$ cat config.mk
export PLATFORM = sky130hd
export DESIGN_NAME = bf_field_inserter
export DESIGN_NICKNAME = d
export VERILOG_FILES = /design/src/rtl/bf_ins_pkg.sv /design/src/rtl/bf_slot_cfg_rom.sv /design/src/rtl/bf_field_inserter.sv
export SDC_FILE = /design/constraint.sdc
export NUM_CORES = 1
export LEC_CHECK = 0
export ABC_AREA = 1
export BUFFER_PORTS_ARGS = -buffer_cell sky130_fd_sc_hd__buf_2
export CAP_MARGIN = 15
export CORE_MARGIN = 2
export CORE_UTILIZATION = 30
export CTS_BUF_LIST = sky130_fd_sc_hd__clkbuf_16
export CTS_CLUSTER_SIZE = 25
export DETAILED_ROUTE_END_ITERATION = 12
export GPL_ROUTABILITY_DRIVEN = 0
export PLACE_DENSITY = 0.6
export SLEW_MARGIN = 20
export SYNTH_ARGS = -nofsm -noshare
export SYNTH_HDL_FRONTEND = slang
export SYNTH_SLANG_ARGS = --single-unit
$ cat constraint.sdc
create_clock -name clk -period 1.4 [get_ports clk]
set_input_delay 0.28 -clock clk [delete_from_list [all_inputs] [get_ports clk]]
set_output_delay 0.28 -clock clk [all_outputs]
set_load 0.01 [all_outputs]
$ cat src/rtl/bf_ins_pkg.sv
// Shared types and helpers for the field inserter: FSM state encoding,
// slot-index width calculation and slot-map entry extraction.
package bf_ins_pkg;

    // Assembly state: empty, partially filled, or holding a complete word
    // that still has to move into the output register.
    typedef enum logic [1:0] {
        ST_IDLE = 2'd0,
        ST_FILL = 2'd1,
        ST_PEND = 2'd2
    } ins_state_e;

    // Widest slot map the extraction helper accepts.
    localparam int CFG_MAX_BITS = 256;

    // Bits needed to index n slots; a single slot still gets one bit.
    function automatic int slot_idx_w(input int n);
        return (n > 1) ? $clog2(n) : 1;
    endfunction

    // Entry idx of a packed slot map whose entries are w bits wide.
    function automatic logic [31:0] cfg_entry(input logic [CFG_MAX_BITS-1:0] init,
                                              input int idx,
                                              input int w);
        logic [CFG_MAX_BITS-1:0] shifted;
        shifted = init >> (idx * w);
        return shifted[31:0] & ((32'd1 << w) - 32'd1);
    endfunction

endpackage

$ cat src/rtl/bf_slot_cfg_rom.sv
// Mode -> slot-index lookup. The table is a constant built from the packed
// slot map; the read is registered and only advances when en is high.
module bf_slot_cfg_rom
    import bf_ins_pkg::*;
#(
    parameter int MODE_WIDTH = 2,
    parameter int SLOT_IDX_W = 2,
    parameter int CFG_DEPTH  = 3,
    parameter logic [CFG_DEPTH*SLOT_IDX_W-1:0] INIT_FILE = '0
) (
    input  logic                  clk,
    input  logic                  rst_n,
    input  logic                  en,
    input  logic [MODE_WIDTH-1:0] addr,
    output logic [SLOT_IDX_W-1:0] slot,
    output logic                  oor
);

    logic [SLOT_IDX_W-1:0] table_w [CFG_DEPTH];
    logic [SLOT_IDX_W-1:0] rd_slot;
    logic                  rd_oor;

    // NOTE: the table is constant wiring from the parameter, so it carries no
    // reset; only the read register below is reset.
    for (genvar g = 0; g < CFG_DEPTH; g++) begin : g_table
        assign table_w[g] = SLOT_IDX_W'(cfg_entry(CFG_MAX_BITS'(INIT_FILE), g, SLOT_IDX_W));
    end

    // Combinational table search; modes past the table flag out-of-range.
    always_comb begin
        // NOTE: defaults first so every path assigns both outputs (no latch).
        rd_slot = '0;
        rd_oor  = 1'b1;
        for (int m = 0; m < CFG_DEPTH; m++) begin
            if (addr == MODE_WIDTH'(m)) begin
                rd_slot = table_w[m];
                rd_oor  = 1'b0;
            end
        end
    end

    // Registered read, held while the lookup stage is stalled.
    always_ff @(posedge clk or negedge rst_n) begin
        // NOTE: non-blocking assignments for all clocked state.
        if (!rst_n) begin
            slot <= '0;
            oor  <= 1'b0;
        end else if (en) begin
            slot <= rd_slot;
            oor  <= rd_oor;
        end
    end

endmodule

$ cat src/rtl/bf_field_inserter.sv
// Field deposit engine: narrow fields tagged with a mode are placed into the
// slot the config ROM assigns, and complete words leave through a one-entry
// output register. Two stages: L (lookup) and A (assembly + output).
module bf_field_inserter
    import bf_ins_pkg::*;
#(
    parameter int DATA_WIDTH = 16,
    parameter int MODE_WIDTH = 2,
    parameter int N_NUM      = 4,
    parameter int SLOT_WIDTH = DATA_WIDTH / N_NUM,
    parameter int SLOT_IDX_W = slot_idx_w(N_NUM),
    parameter int CFG_DEPTH  = 3,
    parameter logic [CFG_DEPTH*SLOT_IDX_W-1:0] INIT_FILE = '0
) (
    input  logic                  clk,
    input  logic                  rst_n,
    input  logic [MODE_WIDTH-1:0] mode_i,
    input  logic                  dval_i,
    input  logic [SLOT_WIDTH-1:0] field_i,
    input  logic                  last_i,
    output logic                  rdy_o,
    output logic                  dval_o,
    output logic [DATA_WIDTH-1:0] data_o,
    output logic [N_NUM-1:0]      mask_o,
    input  logic                  ready_i,
    output logic                  err_o
);

    // Stage L
    logic                  v1;
    logic                  l1;
    logic [SLOT_WIDTH-1:0] f1;
    logic [SLOT_IDX_W-1:0] slot1;
    logic                  bad1;

    // Stage A
    ins_state_e            state_q, state_d;
    logic [DATA_WIDTH-1:0] asm_data_q, asm_data_d;
    logic [N_NUM-1:0]      asm_mask_q, asm_mask_d;
    logic                  out_load;
    logic [DATA_WIDTH-1:0] out_data_d;
    logic [N_NUM-1:0]      out_mask_d;
    logic                  err_d;

    logic                  out_free;
    logic                  take;
    logic                  accept;
    logic [N_NUM-1:0]      slot_bit;
    logic [N_NUM-1:0]      merged_mask;
    logic [DATA_WIDTH-1:0] field_word;
    logic [DATA_WIDTH-1:0] merged_data;

    // The output register can take a word if empty or being drained now.
    assign out_free = !dval_o || ready_i;
    // Stage A consumes the L entry unless a pending word blocks it.
    assign take     = v1 && (state_q != ST_PEND) && out_free;
    assign rdy_o    = !v1 || take;
    assign accept   = dval_i && rdy_o;

    // Field positioned in its slot; unfilled asm slots are zero, so OR merges.
    assign slot_bit    = N_NUM'(1) << slot1;
    assign field_word  = {{(DATA_WIDTH-SLOT_WIDTH){1'b0}}, f1} << (int'(slot1) * SLOT_WIDTH);
    assign merged_mask = asm_mask_q | slot_bit;
    assign merged_data = asm_data_q | field_word;

    bf_slot_cfg_rom #(
        .MODE_WIDTH (MODE_WIDTH),
        .SLOT_IDX_W (SLOT_IDX_W),
        .CFG_DEPTH  (CFG_DEPTH),
        .INIT_FILE  (INIT_FILE)
    ) u_cfg_rom (
        .clk   (clk),
        .rst_n (rst_n),
        .en    (accept),
        .addr  (mode_i),
        .slot  (slot1),
        .oor   (bad1)
    );

    // Lookup stage: capture the accepted field alongside the ROM read.
    always_ff @(posedge clk or negedge rst_n) begin
        if (!rst_n) begin
            v1 <= 1'b0;
            f1 <= '0;
            l1 <= 1'b0;
        end else begin
            if (rdy_o) v1 <= dval_i;
            if (accept) begin
                f1 <= field_i;
                l1 <= last_i;
            end
        end
    end

    // Assembly decisions: merge, collide, drop, or flush a pending word.
    always_comb begin
        state_d    = state_q;
        asm_data_d = asm_data_q;
        asm_mask_d = asm_mask_q;
        out_load   = 1'b0;
        out_data_d = asm_data_q;
        out_mask_d = asm_mask_q;
        err_d      = 1'b0;

        if (state_q == ST_PEND) begin
            if (out_free) begin
                out_load   = 1'b1;
                asm_data_d = '0;
                asm_mask_d = '0;
                state_d    = ST_IDLE;
            end
        end else if (take) begin
            if (bad1) begin
                err_d = 1'b1;
                if (l1 && (asm_mask_q != '0)) begin
                    out_load   = 1'b1;
                    asm_data_d = '0;
                    asm_mask_d = '0;
                    state_d    = ST_IDLE;
                end
            end else if ((asm_mask_q & slot_bit) != '0) begin
                // Collision: ship what we have, restart with the new field.
                out_load   = 1'b1;
                asm_data_d = field_word;
                asm_mask_d = slot_bit;
                state_d    = l1 ? ST_PEND : ST_FILL;
            end else if (l1 || (&merged_mask)) begin
                out_load   = 1'b1;
                out_data_d = merged_data;
                out_mask_d = merged_mask;
                asm_data_d = '0;
                asm_mask_d = '0;
                state_d    = ST_IDLE;
            end else begin
                asm_data_d = merged_data;
                asm_mask_d = merged_mask;
                state_d    = ST_FILL;
            end
        end
    end

    // Assembly state, output register and error pulse.
    always_ff @(posedge clk or negedge rst_n) begin
        if (!rst_n) begin
            state_q    <= ST_IDLE;
            asm_data_q <= '0;
            asm_mask_q <= '0;
            dval_o     <= 1'b0;
            data_o     <= '0;
            mask_o     <= '0;
            err_o      <= 1'b0;
        end else begin
            state_q    <= state_d;
            asm_data_q <= asm_data_d;
            asm_mask_q <= asm_mask_d;
            err_o      <= err_d;
            if (out_load) begin
                dval_o <= 1'b1;
                data_o <= out_data_d;
                mask_o <= out_mask_d;
            end else if (ready_i) begin
                dval_o <= 1'b0;
            end
        end
    end

endmodule

==> impl_metrics.json, run 1 <==
{
  "status": "completed",
  "final_common_cell": "nand2_1",
  "core_area_sq_um": 3744,
  "startpoint_type": "register",
  "worst-r2r-cell-count": 7,
  "drt_iter0_markers": 24,
  "arrival_ns": 1.06,
  "final-seq-area_sq_um": 526.8,
  "wl_per_cell_um": 9.762,
  "antenna_found_initial": 0,
  "n_antenna_cell": 0,
  "area_delta_synth_final_pct": 21.20,
  "yosys_warnings": 0,
  "clk_path_buf_depth": 2,
  "dp_hpwl_um": 1654,
  "grt_max_degree": 22,
  "multi_input_area_sq_um": 564.3,
  "die_h_um": 66.88,
  "netlist_area_sq_um": 1186,
  "final_nets": 195,
  "fin_util_pct": 38.40,
  "num_rows": 22,
  "setup_viol": 0,
  "tns_ns": 0,
  "fmax_mhz": 747.8,
  "cts_sinks": 21,
  "ys_seq_area_share_pct": 44.30,
  "cts_tree": "done",
  "h-tree-depth": 1,
  "cts_made_buffers": 3,
  "ctsRootBufferMaster": "clkbuf_16",
  "insertion_delay_ns": 0.25,
  "rsz0062_at_grt": "false",
  "die_w_um": 66.88,
  "period_needed_ns": 1.337,
  "worst-endpoint-required_ns": 1.12,
  "io_pins": 34,
  "final_layout_size_suffix_gt1_share_pct": 22.40,
  "ir_worst_vdd_v": 0.0009438,
  "syn_inst": 155,
  "route.detailed.drc": 0,
  "grt_pass1_vias": 869,
  "grt_overflow_total": 0,
  "start_util_pct": 31.68,
  "syn_area_per_cell_sq_um": 7.653,
  "maxSlewViolCount": 0,
  "path_class": "register to output port",
  "ys_ff_latch": 21,
  "total_power_uw": 3320,
  "vias": 975,
  "firstDrtPassIters": 4,
  "hold_viol_final": 0,
  "routed_wl_um": 2255,
  "via_per_inst": 4.221,
  "die-area_sq_um": 4473,
  "track_usage_pct": 11.95,
  "ant_nets": 0,
  "io_buffers": 18,
  "synthDistinctLibCells": 18,
  "most-common-layout-cells": "nand2_1, dfrtp_1, nand3_1",
  "cp-end-kind": "output port",
  "fin_skew_ns": 0.001170,
  "hold_class": "input port to register",
  "holdPathStages": 3,
  "powerDensity_nw_per_um2": 2309,
  "grt_pass1_wl_um": 4036,
  "path_max_fanout": 5,
  "fin_crit_sh_pct": 95.51,
  "p_leak_uw": 0.0007946,
  "drv_cap": 0,
  "nFillCells": 416,
  "cts.reportedPaths.clkPinSlew_ns": 0.06,
  "holdWs_ns": 0.2536
}
==> Yosys cell counts <==
master	number	area, sq um
a21oi_1	4	20.02
buf_2	1	5.000
buf_4	16	120.1
conb_1	1	3.750
dfrtp_1	21	525.5
inv_1	11	41.29
nand2_1	57	214.0
nand2_2	6	37.54
nand3_1	18	90.09
nand3_2	1	10.01
nand3_4	1	17.52
nand3b_1	1	7.510
nand4_1	1	6.260
nand4_4	1	21.27
nor2_1	9	33.78
nor2_2	2	12.51
o21ai_0	1	5.000
o21ai_1	3	15.01
==> what timing repair did <==
item	4_1_cts	5_1_grt
resized for setup	3	2
endpoints found under the setup margin	1	1
hold endpoints to repair	21	0
cloned	0	0
pin swaps	2	1
hold buffers	1	0
buffers inserted	2	2
==> registers in the layout (all words and copies together) (netlist names) <==
register	flops
dval_o	1
l1	1
asm_mask_q	1
data_o	4
err_o	1
f1	4
mask_o	1
asm_data_q	4
v1	1
state_q	2
u_cfg_rom.oor	1
==> where the power goes <==
part           leakage [uW]  switching [uW]  internal, uW
registers          0.000266             242           878
logic              0.000487             968           638
clock network     0.0000423             213           381
total              0.000795            1420          1900
==> area by class of cell <==
class / count / share of cell area (%)
repair buffers: 27 / 11.58
clock inverters: 1 / 0.2611
flip-flops and latches: 21 / 36.64
clock buffers: 3 / 5.222
inverters: 11 / 2.872
multi-input cells: 120 / 39.25
well taps: 48 / 4.178
==> worst max-delay path, cell delays in order, from the launching register on <==
cell and delay (ns):
dfrtp_1 0.40, nand2_4 0.13, nand3_4 0.09, nand2_4 0.09, buf_6 0.10
==> logic make-up (layout without fill, tap and decap cells) <==
group                  after synthesis  in the layout  share of synthesized area (%)
and+or+nand+nor                     97             97                          37.98
AOI/OAI and AO/OA                    8              8                          3.375
buffers and inverters               28             42                          14.03
DFF                                 21             21                          44.30
other                                1             15                         0.3162
==> per-stage QoR <==
| step | instance area, sq um | instances | setup slack, ns |
|---|---|---|---|
| global placement | 1294 | 222 | 0.1539 |
| finish | 1438 | 231 | 0.06282 |
| CTS | 1409 | 229 | 0.003950 |
| global route | 1438 | 231 | 0.009208 |
| floorplan | 1239 | 169 | 0.2433 |
| detailed placement | 1294 | 222 | 0.1425 |
==> per-layer routing <==
layer  up-vias  GRT usage [%]  routed length [um]
li1        515              -                   -
met1       428          16.82                1127
met2        27          17.00                 957
met3         5          4.054                 141
met4         0          3.827                  29
met5         -              0                   0
==> path summary, 6_finish.rpt <==
check                                 from    endpoint  slack [ns]
worst max-delay path                dval_o       rdy_o        0.06
worst min register to register   mask_o[0]   mask_o[0]        0.50
worst min-delay path            field_i[0]       f1[0]        0.25
worst max register to register      dval_o  state_q[1]        0.16
min in group asynchronous            rst_n      dval_o        0.50
max in group asynchronous            rst_n          v1        0.55
Note: power is estimated with default switching activity, not from simulation.
==> inputs of run 2 (changes only) <==
--- a/config.mk
+++ b/config.mk
@@ -6,7 +6,8 @@
 export NUM_CORES = 1
 export LEC_CHECK = 0
 export ABC_AREA = 1
-export BUFFER_PORTS_ARGS = -buffer_cell sky130_fd_sc_hd__buf_2
+export ABC_CLOCK_PERIOD_IN_PS = 1660
+export BUFFER_PORTS_ARGS = -buffer_cell sky130_fd_sc_hd__buf_4
 export CAP_MARGIN = 15
 export CORE_MARGIN = 2
 export CORE_UTILIZATION = 30
==> constraint.sdc (replaced) <==
create_clock -name clk -period 1.66 [get_ports clk]
set_input_delay 0.332 -clock clk [delete_from_list [all_inputs] [get_ports clk]]
set_output_delay 0.332 -clock clk [all_outputs]
set_load 0.01 [all_outputs]
==> run 2 against run 1 <==
Sequential share of layout area is 0.73 points higher. Power is 19% lower. Clock power is 16% lower. Wire length is 3.2% lower. Global-route usage is 0.78 points lower. Combinational power is 24% lower. Non-clock buffer count is 7 lower. Cell area is 2.2% lower. Largest cell class unchanged.
==> impl_metrics.json, run 2 (synthesis gave the netlist of run 1 again) <==
{
  "status": "completed",
  "maxSlewViolCount": 0,
  "die_h_um": 66.88,
  "ctsRootBufferMaster": "clkbuf_16",
  "p_leak_uw": 0.0007623,
  "drv_cap": 0,
  "clkPwrFrac_pct": 18.7,
  "cts_tree": "done",
  "total_power_uw": 2687,
  "route.detailed.drc": 0,
  "ant_nets": 0,
  "path_class": "register to output port",
  "core_area_sq_um": 3744,
  "startpoint_type": "register",
  "r2r_start": "asm_mask_q[0]",
  "grt_pass1_vias": 832,
  "fin_cells": 224,
  "fmax_mhz": 632.1,
  "switching_share_pct": 43.18,
  "path_max_fanout": 9,
  "fin_crit_sh_pct": 95.31,
  "p_switching_uw": 1160,
  "dp_cells": 219,
  "reg2reg_to": "data_o[0]",
  "period_needed_ns": 1.582,
  "die_w_um": 66.88,
  "grt_overflow_total": 0,
  "cts_sinks": 21,
  "grt_max_degree": 22,
  "io_buffers": 18,
  "intPower_uw": 1527,
  "ir_worst_vdd_v": 0.0005763,
  "wl_per_cell_um": 9.746,
  "drt_iter0_markers": 38,
  "insertion_delay_ns": 0.25,
  "most-common-layout-cells": "nand2_1, dfrtp_1, buf_4",
  "post_cts_resized": 0,
  "rsz0062_at_grt": "false",
  "die-area_sq_um": 4473,
  "arrival_ns": 1.25,
  "final_common_cell": "nand2_1",
  "fin_area_sq_um": 1406,
  "n_antenna_cell": 0,
  "tns_ns": 0,
  "hold_class": "input port to register",
  "powerDensity_nw_per_um2": 1911,
  "grt_pass1_wl_um": 3788,
  "firstDrtPassIters": 4,
  "reg2reg_slack_ns": 0.35,
  "final_nets": 188,
  "worst-r2r-cell-count": 6,
  "layout_setup_ws_ns": 0.07786,
  "dp_hpwl_um": 1637,
  "combPwrFrac_pct": 45.7,
  "setup_viol": 0,
  "cts_made_buffers": 3,
  "p_seq_share_pct": 35.6,
  "crit_path_end": "rdy_o",
  "fin_skew_ns": 0.001752,
  "vias": 943,
  "cp-end-kind": "output port",
  "track_usage_pct": 11.17,
  "final_layout_size_suffix_gt1_share_pct": 19.32,
  "start_util_pct": 31.68,
  "num_rows": 22,
  "clk_path_buf_depth": 2,
  "via_per_inst": 4.210,
  "routed_wl_um": 2183,
  "io_pins": 34,
  "cts.reportedPaths.clkPinSlew_ns": 0.06,
  "worst-endpoint-required_ns": 1.33,
  "hold_viol_final": 0,
  "area_delta_synth_final_pct": 18.57,
  "placement.cell_area_sq_um": 1316,
  "top_regs": "asm_data_q x4, data_o x4, f1 x4",
  "h-tree-depth": 1,
  "antenna_found_initial": 0,
  "pre_cts_slack_ns": 0.2794,
  "cp-startpoint": "dval_o"
}
==> run 2: cell count changes in the layout (fill, tap and decap cells not counted) <==
cell	before	now
buf_2	17	0
buf_4	8	19
buf_6	1	0
clkinv_2	0	1
dfrtp_1	20	21
dfrtp_2	1	0
inv_1	12	11
nand2_2	4	6
nand2_4	2	0
nand3_2	0	1
nand3_4	2	1
==> run 2: repair_timing <==
item                                   in CTS  in global routing
hold buffers                                1                  0
setup buffers                               0                  0
endpoints found under the hold margin      21                  0
==> run 2: area by class of cell <==
| cell class | count | area, sq um |
|---|---|---|
| timing repair buffer | 20 | 152.6 |
| clock inverter | 1 | 5.005 |
| inverter | 11 | 41.29 |
| fill | 423 | 2337 |
| clock buffer | 3 | 75.07 |
| tap | 48 | 60.06 |
| multi-input combinational | 120 | 546.8 |
| sequential | 21 | 525.5 |
==> run 2: how the worst min path moves through the flow <==
stage / end / slack, ns / cells past startpoint / startpoint
final: f1[0] / 0.31 / 3 / field_i[0]
after global routing: f1[0] / 0.31 / 3 / field_i[0]
after CTS: f1[0] / 0.31 / 3 / field_i[0]
after detailed placement: mask_o[0] / 0.23 / 1 / rst_n
after global placement: dval_o / 0.23 / 1 / rst_n
after floorplan: asm_data_q[0] / 0.04 / 0 / rst_n
==> run 2: metal layers <==
| metal | GRT usage, % | routed length (um) |
|---|---|---|
| met1 | 15.37 | 1100 |
| met3 | 4.561 | 156 |
| met2 | 16.38 | 925 |
| met5 | 0 | 0 |
| met4 | 2.296 | 0 |
==> run 2: power by group through the flow <==
stage | clock network (uW) | registers, uW | logic (uW)
after global routing | 543 | 989 | 1440
final | 501 | 957 | 1230
after floorplan | 0 | 918 | 935
after CTS | 519 | 954 | 1240
after global placement | 0 | 955 | 1230
after detailed placement | 0 | 963 | 1240
==> run 2: worst max-delay path: stages, from the launching register on <==
cell	delay (ns)
dfrtp_1	0.38
nand2_2	0.18
nand3_2	0.12
nand2_2	0.17
buf_4	0.15
==> run 2: metrics by stage <==
stage | hold slack (ns) | util (%)
6_report | 0.3114 | 37.57
5_1_grt | 0.3144 | 37.57
4_1_cts | 0.3070 | 37.57
3_5_place_dp | 0.2310 | 35.16
3_3_place_gp | 0.2312 | 35.16
2_1_floorplan | 0.03641 | -
